<file path="config.mk">
export PLATFORM = sky130hd
export DESIGN_NAME = mips_ctrl_pc
export DESIGN_NICKNAME = d
export VERILOG_FILES = /design/src/rtl/mips_ctrl_pc.sv
export SDC_FILE = /design/constraint.sdc
export NUM_CORES = 1
export LEC_CHECK = 0
export CAP_MARGIN = 20
export CORE_AREA = 2 2 64 66
export CTS_CLUSTER_DIAMETER = 50
export DETAILED_ROUTE_END_ITERATION = 10
export DIE_AREA = 0 0 66 68
export GPL_TIMING_DRIVEN = 0
export HOLD_SLACK_MARGIN = 0.05
export MAX_ROUTING_LAYER = met4
export PLACE_DENSITY = 0.81
export SYNTH_ARGS = -nofsm -noshare
export SYNTH_HDL_FRONTEND = slang
export SYNTH_SLANG_ARGS = --single-unit
</file>
<file path="constraint.sdc">
create_clock -name clk -period 1.82 [get_ports clk]
set_input_delay 0.364 -clock clk [delete_from_list [all_inputs] [get_ports clk]]
set_output_delay 0.364 -clock clk [all_outputs]
set_load 0.01 [all_outputs]
</file>
<file path="src/rtl/mips_ctrl_pc.sv">
// Control-path slice of the single-cycle MIPS core: PC register, main decoder, ALU-control decoder.
// Optional macro PC_HOLD_EN adds a pc_en input that stalls the PC when low.
module mips_ctrl_pc #(
  parameter int              PC_W       = 32,
  parameter logic [PC_W-1:0] RESET_ADDR = '0
) (
  input  logic            clk,
  input  logic            reset,
`ifdef PC_HOLD_EN
  input  logic            pc_en,
`endif
  input  logic [PC_W-1:0] pc_next,
  input  logic [5:0]      opcode,
  input  logic [5:0]      funct,
  output logic [PC_W-1:0] pc,
  output logic            reg_dst,
  output logic            jump,
  output logic            branch,
  output logic            mem_read,
  output logic            mem_to_reg,
  output logic [1:0]      alu_op,
  output logic            mem_write,
  output logic            alu_src,
  output logic            reg_write,
  output logic [3:0]      alu_ctrl,
  output logic            illegal
);

  logic [PC_W-1:0] r_pc;
  logic            w_opcode_illegal;
  logic            w_funct_illegal;

  always_ff @(posedge clk) begin
    if (!reset) begin
      r_pc <= RESET_ADDR;
`ifdef PC_HOLD_EN
    end else if (pc_en) begin
`else
    end else begin
`endif
      r_pc <= pc_next;
    end
  end

  assign pc = r_pc;

  // Unknown opcodes fall back to all-zero strobes so they behave as a NOP.
  always_comb begin
    reg_dst          = 1'b0;
    jump             = 1'b0;
    branch           = 1'b0;
    mem_read         = 1'b0;
    mem_to_reg       = 1'b0;
    alu_op           = 2'b00;
    mem_write        = 1'b0;
    alu_src          = 1'b0;
    reg_write        = 1'b0;
    w_opcode_illegal = 1'b0;
    case (opcode)
      6'b000000: begin
        reg_dst   = 1'b1;
        alu_op    = 2'b10;
        reg_write = 1'b1;
      end
      6'b100011: begin
        mem_read   = 1'b1;
        mem_to_reg = 1'b1;
        alu_src    = 1'b1;
        reg_write  = 1'b1;
      end
      6'b101011: begin
        mem_write = 1'b1;
        alu_src   = 1'b1;
      end
      6'b000100: begin
        branch = 1'b1;
        alu_op = 2'b01;
      end
      6'b001000: begin
        alu_src   = 1'b1;
        reg_write = 1'b1;
      end
      6'b000010: begin
        jump = 1'b1;
      end
      default: w_opcode_illegal = 1'b1;
    endcase
  end

  always_comb begin
    alu_ctrl        = 4'b0010;
    w_funct_illegal = 1'b0;
    case (alu_op)
      2'b01: alu_ctrl = 4'b0110;
      2'b10: begin
        case (funct)
          6'b100000: alu_ctrl = 4'b0010;
          6'b100010: alu_ctrl = 4'b0110;
          6'b100100: alu_ctrl = 4'b0000;
          6'b100101: alu_ctrl = 4'b0001;
          6'b100111: alu_ctrl = 4'b1100;
          6'b101010: alu_ctrl = 4'b0111;
          6'b000000: alu_ctrl = 4'b0011;
          6'b000010: alu_ctrl = 4'b0100;
          default: begin
            alu_ctrl        = 4'b1111;
            w_funct_illegal = 1'b1;
          end
        endcase
      end
      default: alu_ctrl = 4'b0010;
    endcase
  end

  assign illegal = w_opcode_illegal | w_funct_illegal;

endmodule

</file>
==> results of run 1 <==
area by class of cell:
cell class / instances / area [µm²] / share of cell area, %
clock buffers: 6 / 72.6 / 3.04
flip-flops and latches: 32 / 641 / 26.9
plain buffers: 6 / 37.5 / 1.57
well taps: 50 / 62.6 / 2.62
repair buffers: 99 / 940 / 39.4
inverters: 5 / 18.8 / 0.787
multi-input cells: 76 / 607 / 25.5
clock inverters: 1 / 5.00 / 0.210
critical path: stages:
cell and delay, ps:
buf_12 110, nor3_4 230, nand2_2 110, buf_6 130, ha_4 270, a21boi_2 140
buf_2 130
power groups by stage:
stage	combinational [W]	clock [W]	sequential, W
finish	0.000303	0.000473	0.000748
CTS	0.000290	0.000495	0.000748
floorplan	0.0000612	0	0.000783
detailed placement	0.000281	0	0.000763
global placement	0.000276	0	0.000762
global route	0.000325	0.000526	0.000750
layer usage:
layer	share of wire [%]	up-vias	global-route usage [%]	wire length, µm
li1	-	603	-	-
met1	39	547	16.7	1410
met2	50	73	28.3	1780
met3	10	5	5.59	361
met4	0.59	0	3.83	21
met5	0	-	-	0
Yosys cell counts:
cell	count
o211a_1	1
dfxtp_1	32
o21ai_1	1
nor2_1	7
nand2b_1	2
nand3_1	1
a21boi_0	1
nor4b_1	1
a32oi_1	2
buf_4	2
a211oi_1	1
and2_1	32
nor4_1	1
o41ai_1	1
nand2_1	5
a211o_1	1
nor3_1	3
o32a_1	1
nand4b_1	1
inv_1	5
o2111ai_1	1
and3_1	2
o21ai_0	1
a21oi_1	4
buf_6	1
o31a_1	1
maj3_2	1
nor3b_1	1
clkbuf_1	3
ha_1	3
stage by stage:
stage | hold WS [ps] | setup TNS [ps] | power (W) | cell area [µm²]
floorplan | 486 | -17.2 | 0.000845 | 1200
global placement | 931 | -9940 | 0.00104 | 2170
detailed placement | 939 | -10420 | 0.00104 | 2170
CTS | 645 | -150 | 0.00153 | 2320
global route | 649 | -315 | 0.00160 | 2380
finish | 654 | -61.7 | 0.00152 | 2380
cells in the final DEF, fill, tap and decap left out, drive strengths merged, types with 3 or more instances in the layout:
| cell | count |
|---|---|
| and2 | 32 |
| ha | 3 |
| dlygate4sd2 | 6 |
| nor3 | 3 |
| buf | 24 |
| clkbuf | 11 |
| inv | 5 |
| dfxtp | 32 |
| nor2 | 7 |
| a21oi | 4 |
| nand2 | 5 |
| clkdlybuf4s50 | 66 |
worst min path at each step:
stage                     startpoint  endpoint  slack [ps]  depth (start not counted)
after floorplan           pc_next[3]     pc[3]         490                          1
after global placement    pc_next[3]     pc[3]         930                          2
after detailed placement  pc_next[3]     pc[3]         940                          2
after CTS                 pc_next[3]     pc[3]         640                          2
after global routing      pc_next[3]     pc[3]         650                          2
final                     pc_next[3]     pc[3]         650                          2
what timing repair did:
action | CTS | global route
buffers inserted | 6 | 2
resized for setup | 83 | 26
setup endpoints to repair | 15 | 11
hold buffers | 0 | 0
pin swaps | 9 | 9
cell families after synthesis:
group	Yosys count	share of synthesized area [%]
AO/OA/AOI/OAI	16	9.93
adder cells (fa/ha/maj)	4	4.12
buffers and inverters	11	4.75
flip-flops	32	54.1
AND/OR/NAND/NOR	56	27.1
==> reports/metrics.csv, run 1 <==
stage,metric,value,unit
finish,Non-Filler Instances,275,
finish,max FFs per register,32,
timing,worst slew pin tran,321,ps
power_and_ir_drop,Psw,0.000335,W
finish,layout cells sized above 1,24.0,%
clocking,H-tree depth,2,
power_and_ir_drop,part of the power in registers,49.1,%
finish,final core occ,61.8,%
power_and_ir_drop,combinational fraction of design power,19.9,%
die,Core Box Area,3860,µm²
timing,Max Clk Rate,540,MHz
die,die height,68,µm
drt,post-route antenna net violation count,0,
critical_path,Critical Path Sink,alu_ctrl[2],
synth,Cell variety after synth,30,
critical_path,Crit. Startpoint,opcode[1],
die,Initial Util,30.7,%
power_and_ir_drop,P_leak,1.02,nW
global_routing,Global Route Usage Sum,15.7,%
global_routing,grt total ovfl,0,
power_and_ir_drop,pwr dens,639,nW/µm²
drt,post-DR vias/cell,4.47,
timing,Final Max Tran Viols,0,
power_and_ir_drop,internal power,0.00119,W
global_routing,first-pass GRT wire length,5150,µm
drt,DR vias,1228,
finish,diode count,0,
placement,Placed Cells,260,
status,outcome,"complete, but fails checks",
power_and_ir_drop,Net Sw Frac,22.0,%
critical_path,Worst setup EP type,primary output,
finish,Area Overhead vs Synth,101,%
critical_path,critical path data required time,1460,ps
synth,synthesized flop and latch total,32,
finish,FILL cells,329,
synth,top post-synthesis cells by area,"dfxtp_1 (54%), and2_1 (17%), ha_1 (3.2%)",
synth,yosys warns,0,
global_routing,initial antenna violation count,0,
drt,Routed WL per cell,13.0,µm
run,max-cap violations,0,
clocking,CTS tree,built,
power_and_ir_drop,peak supply drop,0.000259,V
synth,largest area contributor in the netlist,dfxtp_1,
power_and_ir_drop,clock share of power,31.1,%
placement,Post-DP HPWL,2560,µm
critical_path,Crit Path Class,primary input to primary output,
clocking,clock sink total,32,
timing,Fin. Hold Viols,0,
synth,Post-Syn Instances,119,
global_routing,vias in the first global route,1027,
synth,Mapped Avg Cell Area,9.96,µm²
synth,share of Yosys cell area claimed by the top area cell type,54.1,%
placement,GPL Wtd Cong,0.818,
die,FP Rows,23,
placement,IO Port Bufs,91,
timing,fin crit share,102,%
synth,Syn Nets,168,
die,I/O pin cnt,93,
clocking,clk root buf,clkbuf_8,
die,Die Footprint,4490,µm²
synth,Syn Std Cell Area,1180,µm²
timing,unrepaired setup endpoints after global routing,yes,
timing,Worst slew margin,78.6,%
clocking,total CTS buffers,5,
timing,final worst slack,-33.2,ps
drt,drt total wl,3570,µm
clocking,clk slew on worst S/H paths,60,ps
synth,post-synthesis sequential area ratio,54.1,%
global_routing,largest net degree at the start of global routing,11,
finish,layout net count,274,
critical_path,maximum fanout along the worst path,4,
hold_path,hold crit path type,primary input to register,
drt,DRT iter0 DRCs,30,
drt,# DRC,0,
status,violated checks,setup timing,
timing,"Setup violations, final",3,
placement,dpl ws,-1040,ps
clocking,Longest Clk Path Bufs,2,
drt,Pre-antenna DRT Iters,4,
timing,"Min Clock Period, post-route",1850,ps
critical_path,"Arr. time, crit path",1490,ps
critical_path,Worst setup SP type,primary input,
die,die width,66,µm
Power figures use the tool's default switching activity.
==> inputs of run 2 (changes only) <==
--- a/config.mk
+++ b/config.mk
@@ -7,13 +7,14 @@
 export LEC_CHECK = 0
 export CAP_MARGIN = 20
-export CORE_AREA = 2 2 64 66
+export CORE_AREA = 2 2 49 86
 export CTS_CLUSTER_DIAMETER = 50
 export DETAILED_ROUTE_END_ITERATION = 10
-export DIE_AREA = 0 0 66 68
+export DIE_AREA = 0 0 51 88
 export GPL_TIMING_DRIVEN = 0
 export HOLD_SLACK_MARGIN = 0.05
 export MAX_ROUTING_LAYER = met4
-export PLACE_DENSITY = 0.81
+export PLACE_DENSITY = 0.8
 export SYNTH_ARGS = -nofsm -noshare
 export SYNTH_HDL_FRONTEND = slang
 export SYNTH_SLANG_ARGS = --single-unit
+export TNS_END_PERCENT = 5
==> constraint.sdc (replaced) <==
create_clock -name clk -period 1.82 [get_ports clk]
set_input_delay 0.364 -clock clk [delete_from_list [all_inputs] [get_ports clk]]
set_output_delay 0.364 -clock clk [all_outputs]
set_load 0.05 [all_outputs]
==> run 2 against run 1 <==
Against the previous run: the run still ends with setup timing left; power is 15% higher; combinational power is 42% higher; non-clock buffer count is 3 lower; flip-flop and latch count stayed put; final area is 2.0% higher; critical path type unchanged; core utilization is 2.3 points higher; clock power is 21% higher.
==> reports/metrics.csv, run 2 (synthesis results as in run 1) <==
stage,metric,value,unit,change
timing,Final Max Tran Viols,0,,unchanged
global_routing,initial antenna violation count,0,,unchanged
timing,"Min Clock Period, post-route",1980,ps,+130 ps
die,Initial Util,31.3,%,+0.53 points
clocking,total CTS buffers,5,,unchanged
timing,hold_ws,637,ps,-16.7 ps
drt,# DRC,0,,unchanged
drt,drt total wl,3300,µm,-7.5%
timing,Max Clk Rate,504,MHz,-6.5%
finish,Area Overhead vs Synth,105,%,
drt,post-route antenna net violation count,0,,unchanged
run,max-cap violations,0,,unchanged
timing,"Setup violations, final",5,,+2
placement,IO Port Bufs,91,,unchanged
clocking,clock sink total,32,,unchanged
critical_path,Worst setup EP type,primary output,,
hold_path,hold crit path type,primary input to register,,
drt,DR vias,1214,,-1.1%
critical_path,Crit Path Class,primary input to primary output,,
global_routing,vias in the first global route,1130,,+10%
finish,layout cells sized above 1,26.6,%,+2.6 points
drt,post-DR vias/cell,4.50,,+0.69%
finish,max FFs per register,32,,unchanged
power_and_ir_drop,pwr dens,718,nW/µm²,+12%
power_and_ir_drop,P_leak,0.974,nW,-4.5%
die,FP Rows,30,,+30%
die,I/O pin cnt,93,,unchanged
status,violated checks,setup timing,,
finish,diode count,0,,unchanged
timing,Fin. Hold Viols,0,,unchanged
die,die height,88,µm,+29%
power_and_ir_drop,peak supply drop,0.000580,V,+120%
global_routing,Global Route Usage Sum,15.8,%,+0.055 points
clocking,clk slew on worst S/H paths,60,ps,about the same
critical_path,maximum fanout along the worst path,5,,+1
critical_path,Worst setup SP type,primary input,,
clocking,clk root buf,clkbuf_8,,
drt,Pre-antenna DRT Iters,4,,unchanged
timing,worst slew pin tran,515,ps,+194 ps
drt,DRT iter0 DRCs,12,,-60%
die,Die Footprint,4490,µm²,unchanged
clocking,H-tree depth,2,,unchanged
clocking,CTS tree,built,,
power_and_ir_drop,"Power, Total",0.00175,W,+15%
drt,Routed WL per cell,12.2,µm,-5.8%
global_routing,first-pass GRT wire length,5040,µm,-2.2%
placement,GPL Wtd Cong,0.663,,-19%
finish,final core occ,64.1,%,+2.3 points
die,Core Box Area,3790,µm²,-1.7%
clocking,Longest Clk Path Bufs,2,,unchanged
global_routing,largest net degree at the start of global routing,11,,unchanged
critical_path,critical path data required time,1460,ps,about the same
finish,"most common cell after layout, fill and taps aside",clkdlybuf4s50_1,,
timing,fin crit share,109,%,+7.1 points
global_routing,grt total ovfl,0,,unchanged
finish,most frequent cells in the layout,"clkdlybuf4s50_1 (66), and2_1 (32), dfxtp_1 (32), buf_4 (10)",,
status,outcome,"complete, but fails checks",,
timing,Worst slew margin,65.5,%,-13 points
critical_path,"Arr. time, crit path",1620,ps,+130 ps
hold_path,Hold Path Depth,2,,unchanged
timing,final worst slack,-163,ps,-130 ps
timing,unrepaired setup endpoints after global routing,yes,,
finish,layout net count,271,,-1.1%
placement,Post-DP HPWL,2510,µm,-2.0%
die,die width,51,µm,-23%
[run 2: cell type report]
cell class | instances | area, µm²
Buffer | 6 | 37.5
Clock buffer | 7 | 96.3
Inverter | 5 | 26.3
Tap cell | 48 | 60.1
Multi-Input combinational cell | 76 | 658
Fill cell | 307 | 1360
Timing Repair Buffer | 96 | 912
Sequential cell | 32 | 641
[run 2: repair_timing]
| item | in CTS | in global routing |
|---|---|---|
| pin swaps | 8 | 5 |
| setup endpoints to repair | 15 | 11 |
| buffers inserted | 1 | 4 |
| hold buffers | 0 | 0 |
| resized for setup | 118 | 16 |
[run 2: where the power goes]
group,leakage (nW),switching [W],internal (W)
registers,0.267,0.00000818,0.000738
clock network,0.0503,0.000234,0.000336
logic,0.657,0.000240,0.000189
[run 2: path summary, 6_finish.rpt]
| path | slack [ps] | end | start |
|---|---|---|---|
| worst max-delay path | -160 | alu_ctrl[1] | opcode[1] |
| worst min-delay path | 640 | pc[3] | pc_next[3] |
[run 2: through the flow]
| step | instances | setup WS (ps) | instance area, µm² | setup TNS, ps |
|---|---|---|---|---|
| floorplan | 119 | -298 | 1280 | -1720 |
| global placement | 258 | -1340 | 2250 | -15060 |
| detailed placement | 258 | -1350 | 2250 | -15190 |
| CTS | 266 | -182 | 2390 | -606 |
| global route | 270 | -222 | 2430 | -919 |
| finish | 270 | -163 | 2430 | -540 |
[run 2: worst max-delay path, stage by stage]
cell	delay, ps
buf_8	100
nor3_4	240
nand2_2	140
clkinvlp_4	120
ha_4	160
nand4b_1	160
o2111ai_4	140
buf_6	180
[run 2: routing by layer]
layer	share of wire, %	GRT usage (%)	vias up
met5	0	-	-
met4	2.7	9.58	0
met3	9.2	4.27	6
met2	51	27.4	78
met1	37	15.2	532
li1	-	-	598
==> inputs of run 3 (changes only) <==
RECOVER_POWER = 25   (was default)
==> run 3 against run 2 <==
Against the previous run: the run still ends with setup timing left; flip-flop and latch count is the same; die area stayed put; final cell count unchanged; combinational power is essentially flat; critical path depth unchanged; power hardly changed; routed wire length about the same; largest power group unchanged.
==> reports/metrics.csv, run 3 (synthesis results as in run 1) <==
stage,metric,value,unit,change
global_routing,initial antenna violation count,0,,unchanged
finish,Non-Filler Instances,270,,unchanged
finish,multi-input logic area,658,µm²,unchanged
timing,unrepaired setup endpoints after global routing,yes,,
power_and_ir_drop,Net Sw Frac,27.6,%,about the same
finish,layout net count,271,,unchanged
power_and_ir_drop,clock share of power,32.7,%,about the same
drt,Pre-antenna DRT Iters,4,,unchanged
critical_path,critical-path cell list,"buf_8, nor3_4, nand2_2, clkinvlp_4, ha_4, nand4b_1, o2111ai_4, buf_6",,
timing,final worst slack,-163,ps,unchanged
timing,"Min Clock Period, post-route",1980,ps,unchanged
power_and_ir_drop,combinational fraction of design power,24.6,%,about the same
power_and_ir_drop,Psw,0.000482,W,about the same
critical_path,Worst setup EP type,primary output,,
timing,Max Clk Rate,504,MHz,unchanged
critical_path,Crit Path Class,primary input to primary output,,
global_routing,met3 usage,4.27,%,unchanged
global_routing,met1 GRT Util,15.2,%,unchanged
drt,DR vias,1214,,unchanged
clocking,clk slew on worst S/H paths,60,ps,about the same
power_and_ir_drop,internal power,0.00126,W,about the same
timing,hold_ws,635,ps,-2.23 ps
hold_path,hold endpoint,pc[3],,
drt,# DRC,0,,unchanged
global_routing,first-pass GRT wire length,5040,µm,unchanged
power_and_ir_drop,peak supply drop,0.000580,V,about the same
timing,Worst slew margin,65.5,%,unchanged
timing,"Setup violations, final",5,,unchanged
die,FP Rows,30,,unchanged
status,violated checks,setup timing,,
critical_path,Crit. Startpoint,opcode[1],,
global_routing,grt total ovfl,0,,unchanged
power_and_ir_drop,pwr dens,718,nW/µm²,about the same
global_routing,GR peak layer,met2,,
timing,Final Max Tran Viols,0,,unchanged
power_and_ir_drop,P_leak,0.972,nW,-0.20%
critical_path,Worst setup SP type,primary input,,
placement,"Cell Area, Placed",2250,µm²,unchanged
die,die width,51,µm,unchanged
status,outcome,"complete, but fails checks",,
finish,register area,641,µm²,unchanged
clocking,CTS Hold Bufs,0,,unchanged
finish,most frequent cells in the layout,"clkdlybuf4s50_1 (65), dfxtp_1 (32), and2_1 (29), buf_4 (10)",,
drt,Routed WL per cell,12.2,µm,about the same
drt,post-DR vias/cell,4.50,,unchanged
critical_path,Max stage delay on crit path,240,ps,about the same
global_routing,vias in the first global route,1130,,unchanged
finish,layout cells sized above 1,26.6,%,unchanged
critical_path,"Arr. time, crit path",1620,ps,about the same
die,Die Footprint,4490,µm²,unchanged
placement,GPL Wtd Cong,0.663,,unchanged
placement,IO Port Bufs,91,,unchanged
timing,Fin. Hold Viols,0,,unchanged
finish,max FFs per register,32,,unchanged
finish,FILL cells,307,,unchanged
timing,fin crit share,109,%,unchanged
critical_path,CP max-delay cell,nor3_4,,
clocking,clock sink total,32,,unchanged
placement,dpl ws,-1350,ps,unchanged
die,I/O pin cnt,93,,unchanged
die,Core Box Area,3790,µm²,unchanged
hold_path,Worst Hold Launch,pc_next[3],,
clocking,CTS tree,built,,
drt,DRT iter0 DRCs,13,,+1
hold_path,hold crit path type,primary input to register,,
clocking,clk root buf,clkbuf_8,,
clocking,H-tree depth,2,,unchanged
global_routing,largest net degree at the start of global routing,11,,unchanged
die,die height,88,µm,unchanged
critical_path,critical path data required time,1460,ps,about the same
placement,Placed Cells,258,,unchanged
finish,post-route cell area,2430,µm²,unchanged
run,max-cap violations,0,,unchanged
finish,Area Overhead vs Synth,105,%,unchanged
die,Initial Util,31.3,%,unchanged
hold_path,Hold Path Depth,2,,unchanged
finish,"most common cell after layout, fill and taps aside",clkdlybuf4s50_1,,
power_and_ir_drop,part of the power in registers,42.8,%,about the same
global_routing,Global Route Usage Sum,15.8,%,unchanged
critical_path,maximum fanout along the worst path,5,,unchanged
global_routing,routing usage on met2,27.4,%,unchanged
drt,post-route antenna net violation count,0,,unchanged
drt,drt total wl,3300,µm,about the same
timing,worst slew pin tran,515,ps,unchanged
clocking,total CTS buffers,5,,unchanged
finish,diode count,0,,unchanged
placement,Post-DP HPWL,2510,µm,unchanged
clocking,Longest Clk Path Bufs,2,,unchanged
## run 3: cell count changes in the layout (fill, tap and decap cells not counted)
cell and delta:
and2_0 +3, dlygate4sd3_1 +1, clkdlybuf4s50_1 -1, and2_1 -3
## run 3: layout make-up
cell class / instances / area share (%)
Timing Repair Buffer: 96 / 37.5
Tap cell: 48 / 2.47
Multi-Input combinational cell: 76 / 27.1
Buffer: 6 / 1.54
Clock buffer: 7 / 3.96
Sequential cell: 32 / 26.4
Inverter: 5 / 1.08
## run 3: power groups by stage
stage	clock network (W)	logic, W	registers [W]
floorplan	0	0.0000818	0.000897
global placement	0	0.000411	0.000761
detailed placement	0	0.000416	0.000762
CTS	0.000590	0.000426	0.000747
global route	0.000614	0.000452	0.000749
finish	0.000570	0.000429	0.000747
## run 3: metrics by stage
step / power, W / util [%] / setup TNS [ps]
2_1_floorplan: 0.000979 / - / -1720
3_3_place_gp: 0.00117 / 59.4 / -15060
3_5_place_dp: 0.00118 / 59.4 / -15190
4_1_cts: 0.00176 / 63.1 / -606
5_1_grt: 0.00181 / 64.1 / -919
6_report: 0.00175 / 64.1 / -540
## run 3: worst max-delay path: cells and delay by family
family | cells | cell delay, ps
fa+ha+maj | 1 | 160
buf+inv | 3 | 400
simple gates | 3 | 540
compound gates | 1 | 140
## run 3: worst max path at each step
| stage | endpoint | depth (start not counted) | slack (ps) |
|---|---|---|---|
| floorplan | alu_ctrl[1] | 7 | -300 |
| global placement | alu_ctrl[2] | 6 | -1340 |
| detailed placement | alu_ctrl[2] | 6 | -1350 |
| CTS | alu_ctrl[1] | 8 | -180 |
| global route | alu_ctrl[1] | 8 | -220 |
| finish | alu_ctrl[1] | 8 | -160 |
## run 3: what timing repair did
item                                    4_1_cts  5_1_grt
endpoints found under the setup margin       15       11
resized for setup                           118       16
pin swaps                                     8        5
setup buffers                                 1        4
## run 3: layer usage
layer | vias to the layer above | routed length, µm | share of wire, %
li1 | 598 | - | -
met1 | 532 | 1230 | 37
met2 | 78 | 1680 | 51
met3 | 6 | 303 | 9.2
met4 | 0 | 88 | 2.7
met5 | - | 0 | 0
